<file path="src/rtl/imem_fetch_arbiter.sv">
`default_nettype none
// ============================================================================
// imem_fetch_arbiter: shares the IMem read port between fetch and debug readers
// Optional IMEM_ARB_STATS_EN adds accepted-response counters. Rev 1.0
// ============================================================================
module imem_fetch_arbiter #(
  parameter int MEM_BYTES  = 400,
  parameter int STARVE_MAX = 4
) (
  input  logic        clk,
  input  logic        rst_n,
  input  logic        f_req,
  input  logic [31:0] f_adrs,
  output logic        f_gnt,
  output logic        f_vld,
  output logic [31:0] f_data,
  output logic        f_err,
  input  logic        f_rdy,
  input  logic        d_req,
  input  logic [31:0] d_adrs,
  output logic        d_gnt,
  output logic        d_vld,
  output logic [31:0] d_data,
  output logic        d_err,
  input  logic        d_rdy,
  output logic [31:0] mem_adrs,
  input  logic [31:0] mem_data
`ifdef IMEM_ARB_STATS_EN
  ,
  output logic [15:0] stat_fetch,
  output logic [15:0] stat_dbg,
  output logic [15:0] stat_err
`endif
);

  typedef enum logic [1:0] {
    IDLE  = 2'd0,
    ISSUE = 2'd1,
    RESP  = 2'd2
  } state_t;

  localparam logic [31:0] LAST_WORD  = 32'(MEM_BYTES - 4);
  localparam logic [3:0]  STARVE_LIM = 4'(STARVE_MAX);

  state_t      state, state_nxt;
  logic        owner;          // 1: debug owns the transaction
  logic [31:0] resp_data;
  logic        resp_err;
  logic [3:0]  starve_cnt;
  logic        d_win;
  logic        sel_err;
  logic        rdy_sel;
  logic [31:0] sel_adrs;

  always_comb begin
    state_nxt = state;
    f_gnt     = 1'b0;
    d_gnt     = 1'b0;
    d_win     = d_req && (!f_req || (starve_cnt == STARVE_LIM));
    sel_adrs  = d_win ? d_adrs : f_adrs;
    sel_err   = (sel_adrs[1:0] != 2'b00) || (sel_adrs > LAST_WORD);
    rdy_sel   = owner ? d_rdy : f_rdy;
    case (state)
      IDLE: begin
        if (rst_n && (f_req || d_req)) begin
          f_gnt     = !d_win;
          d_gnt     = d_win;
          state_nxt = sel_err ? RESP : ISSUE;
        end
      end
      ISSUE:   state_nxt = RESP;
      RESP:    if (rdy_sel) state_nxt = IDLE;
      default: state_nxt = IDLE;
    endcase
  end

  always_ff @(posedge clk) begin
    if (!rst_n) begin
      state      <= IDLE;
      owner      <= 1'b0;
      mem_adrs   <= '0;
      resp_data  <= '0;
      resp_err   <= 1'b0;
      starve_cnt <= '0;
    end else begin
      state <= state_nxt;
      case (state)
        IDLE: begin
          if (f_gnt || d_gnt) begin
            owner <= d_win;
            if (d_win)      starve_cnt <= '0;
            else if (d_req) starve_cnt <= starve_cnt + 4'd1;
            // Errored accesses never reach IMem, so mem_adrs keeps its last value.
            if (sel_err) begin
              resp_err  <= 1'b1;
              resp_data <= '0;
            end else begin
              mem_adrs  <= sel_adrs;
            end
          end
        end
        ISSUE: begin
          resp_data <= mem_data;
          resp_err  <= 1'b0;
        end
        default: ;
      endcase
    end
  end

  assign f_vld  = (state == RESP) && !owner;
  assign d_vld  = (state == RESP) && owner;
  assign f_data = f_vld ? resp_data : '0;
  assign d_data = d_vld ? resp_data : '0;
  assign f_err  = f_vld && resp_err;
  assign d_err  = d_vld && resp_err;

`ifdef IMEM_ARB_STATS_EN
  logic hs;
  assign hs = (state == RESP) && rdy_sel;

  always_ff @(posedge clk) begin
    if (!rst_n) begin
      stat_fetch <= '0;
      stat_dbg   <= '0;
      stat_err   <= '0;
    end else if (hs) begin
      if (resp_err) begin
        if (stat_err != 16'hFFFF) stat_err <= stat_err + 16'd1;
      end else if (owner) begin
        if (stat_dbg != 16'hFFFF) stat_dbg <= stat_dbg + 16'd1;
      end else begin
        if (stat_fetch != 16'hFFFF) stat_fetch <= stat_fetch + 16'd1;
      end
    end
  end
`endif

endmodule
`default_nettype wire

</file>
<file path="config.mk">
export PLATFORM = sky130hd
export DESIGN_NAME = imem_fetch_arbiter
export DESIGN_NICKNAME = d
export VERILOG_FILES = /design/src/rtl/imem_fetch_arbiter.sv
export SDC_FILE = /design/constraint.sdc
export NUM_CORES = 1
export LEC_CHECK = 0
export CAP_MARGIN = 30
export CORE_UTILIZATION = 37
export CTS_CLUSTER_DIAMETER = 30
export DETAILED_ROUTE_END_ITERATION = 10
export PLACE_DENSITY = 0.8
export REMOVE_ABC_BUFFERS = 1
export SYNTH_ARGS = -nofsm -noshare
export SYNTH_HDL_FRONTEND = slang
export SYNTH_SLANG_ARGS = --single-unit
</file>
<file path="constraint.sdc">
create_clock -name clk -period 2.9 [get_ports clk]
set_input_delay 0.87 -clock clk [delete_from_list [all_inputs] [get_ports clk]]
set_output_delay 0.87 -clock clk [all_outputs]
set_load 0.02 [all_outputs]
</file>
==> impl_metrics.env, run 1 <==
export IMPL_status="completed"
export IMPL_synth_avg_cell_area_um2=8.70
export IMPL_yosysTopAreaCellShare_pct=43.0
export IMPL_arrival_ps=3080
export IMPL_grt_pass1_wl_um=17600
export IMPL_fmax_ghz=0.357
export IMPL_cts_sinks=72
export IMPL_finalHoldViolations=0
export IMPL_ant_nets=0
export IMPL_syn_area_mm2=0.00335
export IMPL_antennaDiodeCount=0
export IMPL_ys_seq_area_share_pct=43.0
export IMPL_endpoint_kind="register"
export IMPL_leakagePower_nw=2.52
export IMPL_clkTransAtPathRegs_ps=80
export IMPL_clock_latency_ps=330
export IMPL_dpl_cell_count=681
export IMPL_grt_max_degree=43
export IMPL_grtUsageTotal_pct=22.4
export IMPL_synthArstFlopShare_pct=0
export IMPL_crit_type="input pin to register"
export IMPL_initial_core_util_pct=38.2
export IMPL_dieHeight_um=97.2
export IMPL_fin_nets=688
export IMPL_cts_htree_levels=3
export IMPL_crit_slowest_cell="or4_4"
export IMPL_cellPowerDensity_mw_per_mm2=358
export IMPL_path_cells="clkdlybuf4s50_1, nor4_1, nand4_1, or4_4, a2111oi_1, a31o_2"
export IMPL_skew_ps=6.64
export IMPL_critPathMaxFanout=8
export IMPL_utilization_pct=65.1
export IMPL_relSlewSlack_pct=62.0
export IMPL_min_path_type="register to register"
export IMPL_port_buffers=203
export IMPL_worst_slew_pin_slew_ps=568
export IMPL_firstDrtPassIters=4
export IMPL_place_area_mm2=0.00554
export IMPL_num_rows=34
export IMPL_netlist_cell_type_count=32
export IMPL_wl_per_cell_um=15.2
export IMPL_synth_area_leader_cell="dfxtp_1"
export IMPL_period_needed_ps=2800
export IMPL_instances_no_fill=697
export IMPL_cts_hold_buffers=0
export IMPL_clockBufferDepth=2
export IMPL_cpPeakStageDelay_ps=610
export IMPL_setup_violations_final=0
export IMPL_post_cts_buffers=0
export IMPL_core_mm2=0.00876
export IMPL_remaining_drc_errors=0
export IMPL_cts_root_buffer="clkbuf_8"
export IMPL_wirelength_um=10600
export IMPL_yosys_top_cells_area="dfxtp_1 43%, and2_1 12%, a311oi_1 8.4%, a21oi_1 5.2%, and3_1 5.0%"
export IMPL_gp_congestion=0.787
export IMPL_crit_required_ps=3180
export IMPL_grt_overflow=0
export IMPL_worstSetupStartpointType="input pin"
export IMPL_ir_worst_vdd_mv=0.325
export IMPL_setup_slack_ps=95.2
export IMPL_antenna_found_initial=0
export IMPL_dieArea_mm2=0.00944
export IMPL_vias_per_cell=5.19
export IMPL_synth_warning_count=0
export IMPL_fillers=768
export IMPL_dp_slack_ps=-412
export IMPL_grt_setup_unrepaired="false"
export IMPL_routed_via_count=3615
export IMPL_drive_above_1_share_pct=8.66
export IMPL_cts_tree="built"
export IMPL_period_share_pct=96.7
export IMPL_dieWidth_um=97.2
export IMPL_fin_tns_setup_ps=0
export IMPL_syn_inst=385
export IMPL_synth_edff_count=0
export IMPL_drv_slew=0
export IMPL_area_growth_pct=70.4
export IMPL_ys_ff_latch=72
export IMPL_dr_first_iter_drc_count=126
export IMPL_final_area_mm2=0.00571
export IMPL_cts_buffers=9
export IMPL_cap_violations=0
export IMPL_dp_hpwl_um=7880
export IMPL_grt_pass1_vias=3637
export IMPL_io_pins=204
export IMPL_synth_ff_type="dfxtp_1"
## layer usage
layer / vias to the layer above / routed length [µm] / GRT usage (%) / share of wire [%]
met2: 138 / 5020 / 37.5 / 47
met4: 0 / 158 / 5.51 / 1.5
met3: 19 / 933 / 7.77 / 8.8
met1: 1658 / 4490 / 27.4 / 42
li1: 1800 / - / - / -
met5: - / 0 / 0 / 0
## worst max-delay path: cells and delay by family
family	cells	cell delay (ps)
buf+inv	1	410
simple gates	3	1110
compound gates	2	690
## cells in the mapped netlist, types with 2 or more instances
library cell	count
a2111oi_0	7
a211oi_1	2
a21oi_1	35
a311oi_1	32
a31o_1	4
a31o_2	4
and2_1	65
and3_1	27
buf_6	5
clkbuf_1	30
dfxtp_1	72
ha_1	2
inv_1	7
mux2i_1	7
nand2_1	35
nand3_1	4
nand4_1	3
nor2_1	12
nor3_1	3
nor4_1	12
o21ai_0	2
o21ai_1	2
o311a_1	2
or4_1	2
xor2_1	2
## flip-flops by register name, summed over array words and instances, names as in the netlist
signal / cells
state: 2
starve_cnt: 4
mem_adrs: 32
owner: 1
resp_data: 32
resp_err: 1
## layout by cell type, fill, tap and decap left out, types with 8 or more instances in the layout
cell type        Yosys  routed
a21oi_1             35      34
nor2_1              12       9
dfxtp_1             72      72
and3_1              27      26
buf_4                0      18
a311oi_1            32      32
nor4_1              12      11
nand2_1             35      35
and2_1              65      65
clkbuf_8             0      10
dlymetal6s2s_1       0       8
clkdlybuf4s50_1      0     136
dlygate4sd2_1        0      57
## repair_timing
action / CTS / global route
endpoints found under the setup margin: 59 / 57
cloned: 0 / 0
resized for setup: 67 / 14
hold endpoints to repair: 0 / 0
pin swaps: 0 / 0
## final timing paths
kind | slack (ps) | cells past startpoint | startpoint | endpoint
hold reg to reg | 480 | 1 | mem_adrs[6] | mem_adrs[6]
setup reg to reg | 340 | 8 | starve_cnt[0] | mem_adrs[2]
setup / recovery | 100 | 6 | d_adrs[31] | mem_adrs[2]
hold / removal | 480 | 1 | mem_adrs[6] | mem_adrs[6]
## where the power goes
part | leakage, nW | switching [mW] | total (mW) | internal (mW)
logic | 1.84 | 0.104 | 0.267 | 0.164
clock network | 0.0993 | 0.360 | 0.779 | 0.420
registers | 0.580 | 0.00657 | 0.999 | 0.993
## per-stage QoR
step                total power [mW]  hold slack, ps
floorplan                       1.08             451
global placement                1.28             460
detailed placement              1.29             466
CTS                             2.06             484
global route                    2.13             490
finish                          2.05             482
## cell families (layout without fill, tap and decap cells)
logic type | count (synthesis) | in the layout | synth area share (%)
and+or+nand+nor | 167 | 167 | 27.7
DFF | 72 | 72 | 43.0
AOI/OAI and AO/OA | 92 | 92 | 19.8
buffers and inverters | 42 | 246 | 5.83
adders and majority gates | 2 | 2 | 0.747
muxes | 7 | 7 | 2.09
xor gates and xnor gates | 3 | 3 | 0.784
## final cells by class
| class | instances | area [µm²] | share of cell area, % |
|---|---|---|---|
| Clock buffer | 11 | 141 | 2.48 |
| Clock inverter | 5 | 56.3 | 0.986 |
| Inverter | 7 | 26.3 | 0.460 |
| Multi-Input combinational cell | 271 | 1760 | 30.8 |
| Sequential cell | 72 | 1440 | 25.3 |
| Tap cell | 108 | 135 | 2.37 |
| Timing Repair Buffer | 223 | 2150 | 37.7 |
Power figures use the tool's default switching activity.
==> run 2, diff against run 1 <==
HOLD_SLACK_MARGIN = 0.03   (was not set)
==> results of run 2 <==
The final DEF is identical to that of run 1; final timing and power are the same.
==> run 3, diff against run 2 <==
TNS_END_PERCENT = 20   (was not set)
==> results of run 3 <==
The final DEF is identical to that of run 1; final timing and power are the same.
